**config.mk**
```make
export PLATFORM = sky130hd
export DESIGN_NAME = bus_mailbox
export DESIGN_NICKNAME = d
export VERILOG_FILES = /design/src/rtl/bus_mailbox.sv
export SDC_FILE = /design/constraint.sdc
export NUM_CORES = 1
export LEC_CHECK = 0
export ABC_AREA = 1
export BUFFER_PORTS_ARGS = -buffer_cell sky130_fd_sc_hd__buf_2
export CORE_MARGIN = 3
export CORE_UTILIZATION = 53
export CTS_BUF_LIST = sky130_fd_sc_hd__clkbuf_4 sky130_fd_sc_hd__clkbuf_8
export CTS_CLUSTER_SIZE = 30
export DETAILED_ROUTE_END_ITERATION = 6
export PLACE_DENSITY = 0.78
export SLEW_MARGIN = 20
export SYNTH_ARGS = -nofsm -noshare
export SYNTH_HDL_FRONTEND = slang
export SYNTH_SLANG_ARGS = --single-unit
```
**constraint.sdc**
```tcl
create_clock -name clk -period 2.2 [get_ports clk]
set_input_delay 0.11 -clock clk [delete_from_list [all_inputs] [get_ports clk]]
set_output_delay 0.11 -clock clk [all_outputs]
set_load 0.02 [all_outputs]
```
**src/rtl/bus_mailbox.sv**
```systemverilog
// bus_mailbox: 6502 bus target with a 4-byte register window, wait-state
// insertion, a TX byte FIFO (CPU to outside) and an RX byte FIFO (outside
// to CPU), plus a level interrupt request.
`timescale 1ns/1ps
module bus_mailbox #(
  parameter logic [15:0] BASE_ADDR   = 16'hD000,
  parameter int          WAIT_STATES = 1,
  parameter int          DEPTH       = 4
) (
  input  logic        clk,
  input  logic        reset,
  input  logic [15:0] addr,
  input  logic [7:0]  wdata,
  input  logic        rw,
  input  logic        req,
  output logic        rdy,
  output logic [7:0]  rdata,
  output logic        rdata_oe,
  output logic [7:0]  tx_data,
  output logic        tx_valid,
  input  logic        tx_ready,
  input  logic [7:0]  rx_data,
  input  logic        rx_valid,
  output logic        rx_ready,
  output logic        irq
);

  localparam int PTR_W = $clog2(DEPTH);
  localparam int CNT_W = PTR_W + 1;
  localparam logic [2:0]       WAIT_CNT = 3'(WAIT_STATES);
  localparam logic [CNT_W-1:0] FULL_CNT = CNT_W'(DEPTH);
  localparam logic [CNT_W-1:0] ONE_CNT  = CNT_W'(1);
  localparam logic [PTR_W-1:0] ONE_PTR  = PTR_W'(1);

  logic [7:0] txMem [DEPTH];
  logic [7:0] rxMem [DEPTH];

  logic [2:0]       waitCnt_q, waitCnt_d;
  logic [PTR_W-1:0] txWr_q, txWr_d, txRd_q, txRd_d;
  logic [PTR_W-1:0] rxWr_q, rxWr_d, rxRd_q, rxRd_d;
  logic [CNT_W-1:0] txCount_q, txCount_d, rxCount_q, rxCount_d;
  logic [1:0]       ctrl_q, ctrl_d;
  logic             rxUnderflow_q, rxUnderflow_d;
  logic             txOverflow_q, txOverflow_d;

  logic       sel, commit;
  logic [1:0] offset;
  logic       txFull, rxEmpty, rxFull;
  logic       txPushReq, txPush, txPop;
  logic       rxPopReq, rxPop, rxPush;
  logic [7:0] status;

  // Address decode, stall handshake and FIFO push/pop qualification
  always_comb begin
    sel       = req && (addr[15:2] == BASE_ADDR[15:2]);
    offset    = addr[1:0];
    rdy       = ~(sel && (waitCnt_q != WAIT_CNT));
    commit    = sel && rdy;
    rdata_oe  = sel && rw && rdy;
    txFull    = (txCount_q == FULL_CNT);
    rxFull    = (rxCount_q == FULL_CNT);
    rxEmpty   = (rxCount_q == '0);
    tx_valid  = (txCount_q != '0);
    tx_data   = txMem[txRd_q];
    rx_ready  = ~rxFull;
    irq       = (ctrl_q[0] && !rxEmpty) || (ctrl_q[1] && !tx_valid);
    txPop     = tx_valid && tx_ready;
    txPushReq = commit && !rw && (offset == 2'd0);
    txPush    = txPushReq && (!txFull || txPop);
    rxPopReq  = commit && rw && (offset == 2'd0);
    rxPop     = rxPopReq && !rxEmpty;
    rxPush    = rx_valid && rx_ready;
    status    = {irq, 3'b000, txOverflow_q, rxUnderflow_q, txFull, !rxEmpty};
  end

  // Read mux: data appears only in the committing cycle of a read
  always_comb begin
    rdata = 8'h00;
    if (commit && rw) begin
      case (offset)
        2'd0:    rdata = rxEmpty ? 8'h00 : rxMem[rxRd_q];
        2'd1:    rdata = status;
        2'd2:    rdata = {6'b000000, ctrl_q};
        default: rdata = 8'h00;
      endcase
    end
  end

  // Next-state for wait counter, pointers, counts, control and sticky flags
  always_comb begin
    waitCnt_d     = waitCnt_q;
    txWr_d        = txWr_q;
    txRd_d        = txRd_q;
    rxWr_d        = rxWr_q;
    rxRd_d        = rxRd_q;
    txCount_d     = txCount_q;
    rxCount_d     = rxCount_q;
    ctrl_d        = ctrl_q;
    rxUnderflow_d = rxUnderflow_q;
    txOverflow_d  = txOverflow_q;

    if (!sel)       waitCnt_d = 3'd0;
    else if (!rdy)  waitCnt_d = waitCnt_q + 3'd1;
    else            waitCnt_d = 3'd0;

    if (txPush) txWr_d = txWr_q + ONE_PTR;
    if (txPop)  txRd_d = txRd_q + ONE_PTR;
    if (txPush && !txPop)      txCount_d = txCount_q + ONE_CNT;
    else if (!txPush && txPop) txCount_d = txCount_q - ONE_CNT;

    if (rxPush) rxWr_d = rxWr_q + ONE_PTR;
    if (rxPop)  rxRd_d = rxRd_q + ONE_PTR;
    if (rxPush && !rxPop)      rxCount_d = rxCount_q + ONE_CNT;
    else if (!rxPush && rxPop) rxCount_d = rxCount_q - ONE_CNT;

    // Clear first so that a same-edge set takes priority
    if (commit && !rw && (offset == 2'd1)) begin
      if (wdata[2]) rxUnderflow_d = 1'b0;
      if (wdata[3]) txOverflow_d  = 1'b0;
    end
    if (rxPopReq && rxEmpty)           rxUnderflow_d = 1'b1;
    if (txPushReq && txFull && !txPop) txOverflow_d  = 1'b1;

    if (commit && !rw && (offset == 2'd2)) ctrl_d = wdata[1:0];
  end

  // State register with asynchronous active-low clear
  always_ff @(posedge clk or negedge reset) begin
    if (!reset) begin
      waitCnt_q     <= 3'd0;
      txWr_q        <= '0;
      txRd_q        <= '0;
      rxWr_q        <= '0;
      rxRd_q        <= '0;
      txCount_q     <= '0;
      rxCount_q     <= '0;
      ctrl_q        <= 2'b00;
      rxUnderflow_q <= 1'b0;
      txOverflow_q  <= 1'b0;
    end else begin
      waitCnt_q     <= waitCnt_d;
      txWr_q        <= txWr_d;
      txRd_q        <= txRd_d;
      rxWr_q        <= rxWr_d;
      rxRd_q        <= rxRd_d;
      txCount_q     <= txCount_d;
      rxCount_q     <= rxCount_d;
      ctrl_q        <= ctrl_d;
      rxUnderflow_q <= rxUnderflow_d;
      txOverflow_q  <= txOverflow_d;
    end
  end

  // FIFO storage; contents are meaningless until counted valid, so no reset
  always_ff @(posedge clk) begin
    if (txPush) txMem[txWr_q] <= wdata;
    if (rxPush) rxMem[rxWr_q] <= rx_data;
  end

endmodule

```
Yosys cells after proc, flatten, opt, wreduce, memory -nomap -nowiden
Memories as Yosys holds them, arrays and structs flattened.
Cells that the tools add are included.
Widths: inputs -> output; s select.

word-level totals
  memories kept = 2
  register bits = 21
  logic and storage cells = 93
  bits in writable memories = 64

cells by class
  $add $sub $neg = 9
  mux-type cells = 19
  equality and inequality tests = 6
  bitwise gates (word level) = 2
  reductions and logical operators = 45

memory list
  name   depth  width  rd ports  clocked after Yosys merged registers in  write ports  line  text
  rxMem  4      8      1         0                                        1            36    logic [7:0] rxMem [DEPTH];
  txMem  4      8      1         0                                        1            35    logic [7:0] txMem [DEPTH];

operators with widths
  kind                  number
  $logic_and 1x1->1     24
  $pmux 8 s3            1
  $mux 3                6
  $mux 8                2
  $eq 14x14->1 const B  1
  $reduce_bool 2->1     6
  $mux 1                10
  $add 3x1->3 const B   3
  $add 2x1->2 const B   4
  $logic_not 1->1       8
  $eq 3x3->1 const B    2
  $sub 3x1->3 const B   2
  $reduce_and 2->1      2
  $logic_not 3->1       1
  $ne 3x1->1 const B    1
  $reduce_bool 3->1     1
  $eq 2x1->1 const B    1
  $eq 2x2->1 const B    1
  $logic_not 2->1       1
  $logic_or 1x1->1      2
  $not 1->1             2

Logic depth before layout (Yosys ltp)
Gate-level depths: netlist (run 1).

  depth after elaboration = 12
  mapped depth = 14
  mapped depth without buffers = 14

Worst setup path after synthesis (run 1)
No wires, ideal clock.

  path type = reg-to-reg
  start point = register waitCnt_q[1]
  end point = register txCount_q[2]
  setup slack = -28 ps
  buffers on the path = 0
  stages on the path, launching flop included = 15
  arrival time = 2097 ps
  period minus slack after synthesis = 2228 ps
  required time = 2069 ps
  cells stage by stage = dfrtp_1 inv_1 ha_1 inv_1 nor2_1 inv_1 nor2_4 nand4_2 inv_1 ha_1 inv_1 fa_1 a21oi_1 o21ai_0 xor2_1

between the ends
  cells in the longest elaborated chain, start to end = 10
  elaborated cells between the ends (all ways) = 12
  classes of those cells = eq/ne: 1; mux: 1; bitwise: 1; reduce/logical: 9

RTL lines
  what                                line  text
  from (decl)                         38    logic [2:0] waitCnt_q, waitCnt_d;
  from (signal assigned)              141   waitCnt_q <= waitCnt_d;
  $ne 3x1->1 (*)                      57    rdy = ~(sel && (waitCnt_q != WAIT_CNT));
  $logic_and 1x1->1 (*)               57
  $not 1->1 (*)                       57
  $logic_and 1x1->1 (*)               58    commit = sel && rdy;
  $logic_and 1x1->1 (*) (2 in a row)  68    txPushReq = commit && !rw && (offset == 2'd0);
  $logic_and 1x1->1 (*)               69    txPush = txPushReq && (!txFull || txPop);
  named net txPush                    49    logic txPushReq, txPush, txPop;
  $logic_not 1->1                     109   else if (!txPush && txPop) txCount_d = txCount_q - ONE_CNT;
  $logic_and 1x1->1                   109
  $reduce_bool 2->1 (no line)         --
  to (signal assigned)                146   txCount_q <= txCount_d;
  to (decl)                           41    logic [CNT_W-1:0] txCount_q, txCount_d, rxCount_q, rxCount_d;

The timed path passes the listed nets; every way through them passes the cells marked *.
A chain may end at the register's enable or synchronous reset.

Worst setup path in the final report (run 1)
  start point = register waitCnt_q[1]
  end point = register rxCount_q[1]

between the ends
  cells in the longest elaborated chain, start to end = 10
  elaborated cells between the ends (all ways) = 12
  classes of those cells = eq/ne: 1; mux: 1; bitwise: 1; reduce/logical: 9

RTL lines
  what                            line  text
  $ne 3x1->1                      57
  $logic_and 1x1->1               57
  $not 1->1                       57
  $logic_and 1x1->1               58
  $logic_and 1x1->1 (2 in a row)  70    rxPopReq = commit && rw && (offset == 2'd0);
  $logic_and 1x1->1               71    rxPop = rxPopReq && !rxEmpty;
  $logic_not 1->1                 113   if (rxPush && !rxPop) rxCount_d = rxCount_q + ONE_CNT;
  $logic_and 1x1->1               113
  $mux 3                          113
  named net rxCount_d[1]          41
  to (signal assigned)            147   rxCount_q <= rxCount_d;
  to (decl)                       41

The timed path passes the listed nets, and every way through them passes these cells.

==> results of run 1 <==
-- cells in the final DEF (no fill, tap or decap), drive strengths merged --
cell type | netlist | layout
xor2 | 3 | 3
nand2 | 42 | 42
buf | 6 | 83
edfxtp | 64 | 64
nand4 | 5 | 5
fa | 2 | 2
mux2 | 2 | 2
o22ai | 13 | 13
ha | 12 | 12
dlygate4sd3 | 0 | 18
clkinvlp | 0 | 5
xnor2 | 4 | 4
clkbuf | 2 | 10
o211ai | 1 | 1
nor3 | 2 | 2
a21oi | 8 | 8
nand3 | 11 | 11
inv | 37 | 39
o21ai | 36 | 36
dfrtp | 21 | 21
nor2 | 88 | 88
-- flip-flops by register name, indices dropped and copies added, names as in the netlist, 2 cells and up --
name / count
txMem: 32
rxMem: 32
txCount_q: 3
rxWr_q: 2
txWr_q: 2
txRd_q: 2
rxRd_q: 2
rxCount_q: 3
ctrl_q: 2
waitCnt_q: 3
-- critical path: cells and delay by family (launching register included) --
family / cells / cell delay, ns
fa+ha+maj: 3 / 0.76
simple gates: 4 / 0.48
flops: 1 / 0.38
mux: 1 / 0.27
buf+inv: 3 / 0.17
-- routing by layer --
layer / vias to the layer above / routed length [um]
met5: - / 0
met4: 0 / 137
met3: 17 / 280
met2: 61 / 4264
met1: 1361 / 3177
li1: 1423 / -
-- metrics by stage --
stage,cells,util [%],total power [mW]
final,565,69.44,4.313
after global routing,565,69.44,4.563
after CTS,560,68.52,4.309
after detailed placement,524,63.06,3.290
after global placement,524,63.06,3.235
after floorplan,360,-,2.872
-- power by group through the flow --
stage	registers [mW]	clock network, mW	logic (mW)
after detailed placement	2.12	0	1.17
after floorplan	2.07	0	0.801
after global placement	2.11	0	1.12
final	2.10	1.00	1.21
after global routing	2.13	1.09	1.34
after CTS	2.09	1.02	1.20
-- cell families (layout without fill, tap and decap cells) --
group / count (synthesis) / count (layout) / share of synthesized area, %
adders and majority gates: 14 / 14 / 4.913
AOI/OAI and AO/OA: 58 / 58 / 8.177
muxes: 2 / 2 / 0.5817
buffers and inverters: 46 / 155 / 4.784
DFF: 85 / 85 / 63.22
and+or+nand+nor: 148 / 148 / 16.74
xor gates and xnor gates: 7 / 7 / 1.584
-- timing repair --
| item | in CTS | in global routing |
|---|---|---|
| pin swaps | 1 | 5 |
| setup buffers | 2 | 5 |
| endpoints found under the setup margin | 1 | 6 |
| resized for setup | 2 | 15 |
| hold endpoints to repair | 86 | 0 |
| hold buffers | 18 | 0 |
-- area by class of cell --
class | instances | area, um2 | area share, %
Clock buffer | 10 | 131.4 | 2.724
Clock inverter | 6 | 47.55 | 0.9860
Inverter | 38 | 146.4 | 3.036
Multi-Input combinational cell | 229 | 1266 | 26.26
Sequential cell | 85 | 2452 | 50.86
Tap cell | 96 | 120.1 | 2.491
Timing Repair Buffer | 101 | 658.1 | 13.65
-- worst paths after layout --
kind                              startpoint            end  slack (ns)  cells after the start
worst max-delay path            waitCnt_q[1]   rxCount_q[1]        0.04                     11
worst min-delay path                      rw      txWr_q[0]        0.11                      4
worst max register to register  waitCnt_q[1]   rxCount_q[1]        0.04                     11
worst min register to register  waitCnt_q[0]   waitCnt_q[0]        0.48                      1
max in group asynchronous              reset   rxCount_q[0]        1.57                      2
min in group asynchronous              reset  rxUnderflow_q        0.25                      2
==> parameters.txt, run 1 <==
Parameter                              Value

Flow run
  Number of max-cap violations    0

Worst setup path
  Data required time at the worst endpoint    2.45 ns
  Worst Path Arrival    2.40 ns
  Type of destination of the critical path    flop
  Maximum cell stage delay along the critical path    0.40 ns
  Startpoint type of the worst setup path    flop
  Start-to-end type of the worst setup path    flop to flop
  Worst-path cell chain    inv_1 > ha_1 > inv_2 > nor2_4 > nand3_2 > nor2_4 > nand2_4 > ha_1 > inv_2 > fa_1 > mux2_2
  Largest fanout on the critical path    3
  Worst path slowest cell    sky130_fd_sc_hd__fa_1

Worst hold path
  Worst hold-check path type    input pin to flop

Timing
  Minimum hold slack    0.1057 ns
  Post-route clock skew    0.009579 ns
  Number of setup violations in the final report    0
  Worst slew pin tran    0.5042 ns
  Final Slew Violations    0
  Final worst path period share    98.02%
  Sum Neg Setup Slack    0 ns
  Worst relative slew slack    66.38%
  Minimum period implied by the final worst setup slack    2.156 ns
  Final worst slack    0.04355 ns
  Unrepaired setup endpoints after global routing    yes
  Final Hold Violating Endpoints    0
  Maximum clock frequency    0.4637 GHz

Placement
  DP Worst Slack    -0.03924 ns
  Cell area after placement    4379 um2
  DP Wirelength    5413 um
  Placer Congestion    0.7894
  Port Buffer Count    58

Synth
  Most repeated cell in the gate-level netlist after synthesis    sky130_fd_sc_hd__nor2_1
  Synth top cells by count    sky130_fd_sc_hd__nor2_1 (79), sky130_fd_sc_hd__edfxtp_1 (64), sky130_fd_sc_hd__nand2_1 (38), sky130_fd_sc_hd__inv_1 (35), sky130_fd_sc_hd__o21ai_0 (35)
  Share of synthesized flip-flops with an asynchronous set or reset    24.71%
  Count of flip-flops with a built-in enable after synthesis    64
  Nets in the synthesized netlist    412
  Synth warn    0
  Fraction of post-synthesis cell area in the top cell type by area    49.64%
  Cell area after synthesis    3871 um2
  Cell taking the most area after synthesis    sky130_fd_sc_hd__edfxtp_1
  Post-synthesis cell count    360
  Sequential-to-total area share from yosys stat    63.22%
  Dominant register cell in the synthesized netlist    sky130_fd_sc_hd__edfxtp_1
  Unique cell type count in the Yosys netlist    30
  Main area contributors after synthesis    sky130_fd_sc_hd__edfxtp_1 (50%), sky130_fd_sc_hd__dfrtp_1 (14%), sky130_fd_sc_hd__nor2_1 (7.7%)
  Post-Syn Area per Cell    10.75 um2
  Total of flip-flops plus latches after synthesis    85

Layout
  Post-route design area    4822 um2
  Antenna cell count    0
  Area grow syn2layout    24.56%
  Fraction of final layout cells sized beyond drive strength 1    29.21%
  Final net count    516
  Number of fillers in the final layout    505

Route
  Avg Vias per Cell    5.065
  Mean routed wirelength per cell    13.91 um
  Via count of the routed design    2,862
  Remaining routing DRC violations    0
  Drt total wl    7860 um
  Initial detailed-routing violation count    139
  Pre-Repair DR Iteration Count    4
  DRT antenna net count    0

Power
  Switching component of the power    1.458 mW
  Cell internal pwr    2.855 mW
  Largest vdd supply drop    621.2 uV
  Power per Cell Area    894.3 nW/um2
  Power share of the combinational group    28.1%
  Flop pwr share    48.7%
  LEAKAGE    1.971 nW
  Share of total power in the clock network    23.2%
  Switching power share of the total    33.80%

Clock network
  Library cell used as clock root buffer    sky130_fd_sc_hd__clkbuf_8
  Maximum number of buffers from clock root to sink    2
  Latest clock arrival within the worst-skew pair    0.36 ns
  TritonCTS clock tree    yes
  Number of H-tree branching levels    3
  Number of buffers created by CTS    9
  Number of clock sinks seen by CTS    85
  CTS clk-pin slew, worst paths    0.09 ns

GRT
  Pin count of the biggest net entering global routing    22
  Total congestion overflow after global routing    0
  Wire length of the first global-routing pass    12,620 um
  Global-route track usage on met3    4.225%
  Met2 usage    35.12%
  Layer carrying the most global-route usage    met2
  Number of global-route vias before repair    2,759
  Met1 track utilization from global routing    22.33%
  Antenna violations before repair    0
  GRT Resource Usage Total    19.40%

Die
  Die span in x    91.47 um
  Effective utilization at floorplan    55.75%
  Die footprint    8366 um2
  Number of top-level pins    59
  Die extent in y    91.47 um
  Number of rows created at floorplan    30
  Placeable core area    6944 um2

Outcome
  Status    complete, no violations
No activity file was read; power rests on OpenSTA's default activity.
==> run 2: changes to the inputs <==
CORE_UTILIZATION = 51   (was 53)
CTS_BUF_LIST = not set   (was sky130_fd_sc_hd__clkbuf_4 sky130_fd_sc_hd__clkbuf_8)
PLACE_DENSITY = 0.76   (was 0.78)
==> run 2 against run 1 <==
Compared with the run above: maximum frequency increased by 0.91%; first-iteration DRC count grew 5.0%; combinational power is essentially flat; final area up 0.70%; global-route usage fell by 0.51 points; final cell count rose by 0.35%; setup slack improved by 0.019 ns; critical endpoint unchanged; highest routed layer unchanged; clock power is 24% higher.
==> parameters.txt, run 2 (same netlist as run 1, synthesis figures left out) <==
Parameter                              Value

Placement
  DP Wirelength    5578 um
  Port Buffer Count    58
  Placer Congestion    0.8146
  Placed instance count    529

Layout
  Antenna cell count    0
  Final net count    515
  Area grow syn2layout    25.44%
  Fraction of final layout cells sized beyond drive strength 1    27.78%
  Layout Cells excl Fill    567
  Final core utilization    66.59%
  Top flop regs    rxMem: 32 flops, txMem: 32 flops
  Leading cell types in the layout, fill and taps excluded    sky130_fd_sc_hd__nor2_1 (78), sky130_fd_sc_hd__edfxtp_1 (64), sky130_fd_sc_hd__buf_2 (58)
  Most common cell after layout, fill and taps aside    sky130_fd_sc_hd__nor2_1

Worst hold path
  Worst hold-check path type    input pin to flop

Timing
  Worst relative slew slack    63.66%
  Final worst path period share    97.13%
  Minimum period implied by the final worst setup slack    2.137 ns
  Final Hold Violating Endpoints    0
  Number of setup violations in the final report    0
  Maximum clock frequency    0.4680 GHz
  Post-route clock skew    0.008726 ns
  Final Slew Violations    0
  Unrepaired setup endpoints after global routing    yes
  Worst slew pin tran    0.5451 ns

Route
  Avg Vias per Cell    5.093
  Remaining routing DRC violations    0
  Drt total wl    7981 um
  Mean routed wirelength per cell    14.08 um
  DRT antenna net count    0
  Pre-Repair DR Iteration Count    4
  Via count of the routed design    2,888
  Initial detailed-routing violation count    146

Worst setup path
  Last element of the critical path    rxCount_q[1]
  Startpoint type of the worst setup path    flop
  Worst Path Arrival    2.37 ns
  R2R depth    11
  Start-to-end type of the worst setup path    flop to flop
  Largest fanout on the critical path    3
  Worst-path cell chain    inv_1 > ha_1 > inv_2 > nor2_4 > nand3_4 > nor2_4 > nand2_4 > ha_1 > inv_2 > fa_1 > mux2_2
  Worst setup startpoint    waitCnt_q[1]
  Type of destination of the critical path    flop
  Data required time at the worst endpoint    2.43 ns
  Worst r2r dst    rxCount_q[1]
  R2R setup slack    0.06 ns
  Worst path slowest cell    sky130_fd_sc_hd__fa_1
  Maximum cell stage delay along the critical path    0.41 ns
  Worst r2r src    waitCnt_q[1]

Outcome
  Status    complete, no violations

Die
  Die span in x    93.13 um
  Effective utilization at floorplan    53.09%
  Number of top-level pins    59
  Placeable core area    7292 um2
  Die footprint    8672 um2
  Number of rows created at floorplan    31
  Die extent in y    93.13 um

Clock network
  TritonCTS clock tree    yes
  Number of clock sinks seen by CTS    85
  Number of H-tree branching levels    3
  Latest clock arrival within the worst-skew pair    0.34 ns
  Number of buffers created by CTS    9
  CTS clk-pin slew, worst paths    0.09 ns
  Library cell used as clock root buffer    sky130_fd_sc_hd__clkbuf_8
  Maximum number of buffers from clock root to sink    2

Power
  Power per Cell Area    935.9 nW/um2
  Cell internal pwr    3.080 mW
  LEAKAGE    2.012 nW
  Largest vdd supply drop    743.4 uV
  Switching power share of the total    32.23%
  Power share of the combinational group    26.7%
  Flop pwr share    46.1%
  Total Power    4.545 mW
  Switching component of the power    1.465 mW
  Share of total power in the clock network    27.2%

GRT
  Wire length of the first global-routing pass    12,640 um
  Antenna violations before repair    0
  Pin count of the biggest net entering global routing    22
  GRT Resource Usage Total    18.90%
  Total congestion overflow after global routing    0
  Number of global-route vias before repair    2,782

Flow run
  Number of max-cap violations    0
[run 2: cell types whose count changed in the layout (fill, tap and decap cells not counted), moves of 2 or more]
| cell | change |
|---|---|
| sky130_fd_sc_hd__inv_8 | +2 |
| sky130_fd_sc_hd__dfrtp_1 | +4 |
| sky130_fd_sc_hd__bufinv_16 | +2 |
| sky130_fd_sc_hd__dlygate4sd3_1 | -2 |
| sky130_fd_sc_hd__dfrtp_2 | -4 |
| sky130_fd_sc_hd__clkinvlp_4 | -5 |
[run 2: per-layer routing]
layer | share of wire [%] | track usage, % | up-vias | wire [um]
met3 | 4.8 | 5.149 | 14 | 381
li1 | - | - | 1417 | -
met5 | 0 | 0 | - | 0
met1 | 41 | 21.65 | 1390 | 3259
met4 | 1.8 | 7.204 | 0 | 147
met2 | 53 | 33.59 | 67 | 4192
[run 2: layout make-up]
cell class / instances / area (um2)
Multi-Input combinational cell: 229 / 1267
Sequential cell: 85 / 2447
Clock inverter: 7 / 105.1
Inverter: 38 / 142.6
Fill cell: 590 / 2436
Timing Repair Buffer: 100 / 645.6
Tap cell: 99 / 123.9
Clock buffer: 9 / 123.9
[run 2: worst min path at each step]
stage               startpoint           end  slack [ns]  cells past startpoint
floorplan                reset     ctrl_q[0]       -0.19                      0
global placement         reset     rxWr_q[1]        0.11                      1
detailed placement       reset  rxCount_q[0]        0.12                      1
CTS                   wdata[0]   txMem[0][0]       0.002                      1
global route          wdata[1]   txMem[3][1]        0.01                      1
finish                wdata[1]   txMem[3][1]        0.02                      1
[run 2: power groups by stage]
stage / clock [mW] / combinational, mW / sequential, mW
after CTS: 1.26 / 1.21 / 2.09
after detailed placement: 0 / 1.18 / 2.12
after global placement: 0 / 1.13 / 2.11
after floorplan: 0 / 0.801 / 2.07
after global routing: 1.32 / 1.36 / 2.12
final: 1.24 / 1.21 / 2.09
[run 2: stage by stage]
stage	setup WS, ns	instance area, um2	TNS, ns	hold slack (ns)
2_1_floorplan	0.02656	3876	0	-0.1856
3_3_place_gp	0.03911	4398	0	0.1084
3_5_place_dp	-0.01726	4398	-0.01726	0.1202
4_1_cts	0.002810	4772	0	0.001861
5_1_grt	-0.08908	4856	-0.1281	0.01091
6_report	0.06304	4856	0	0.02250
[run 2: worst max-delay path, delay by kind of cell (launching register included)]
family                   cells  cell delay (ns)
flip-flops                   1             0.39
adder cells (fa/ha/maj)      3             0.76
buffers and inverters        3             0.18
AND/OR/NAND/NOR              4             0.45
multiplexers                 1             0.27
[run 2: timing repair]
| item | CTS | global route |
|---|---|---|
| pin swaps | 1 | 5 |
| setup endpoints to repair | 1 | 4 |
| gates resized for setup | 3 | 7 |
| hold buffers | 14 | 2 |
| setup buffers | 0 | 6 |
| gates cloned | 0 | 0 |
| hold endpoints to repair | 72 | 8 |
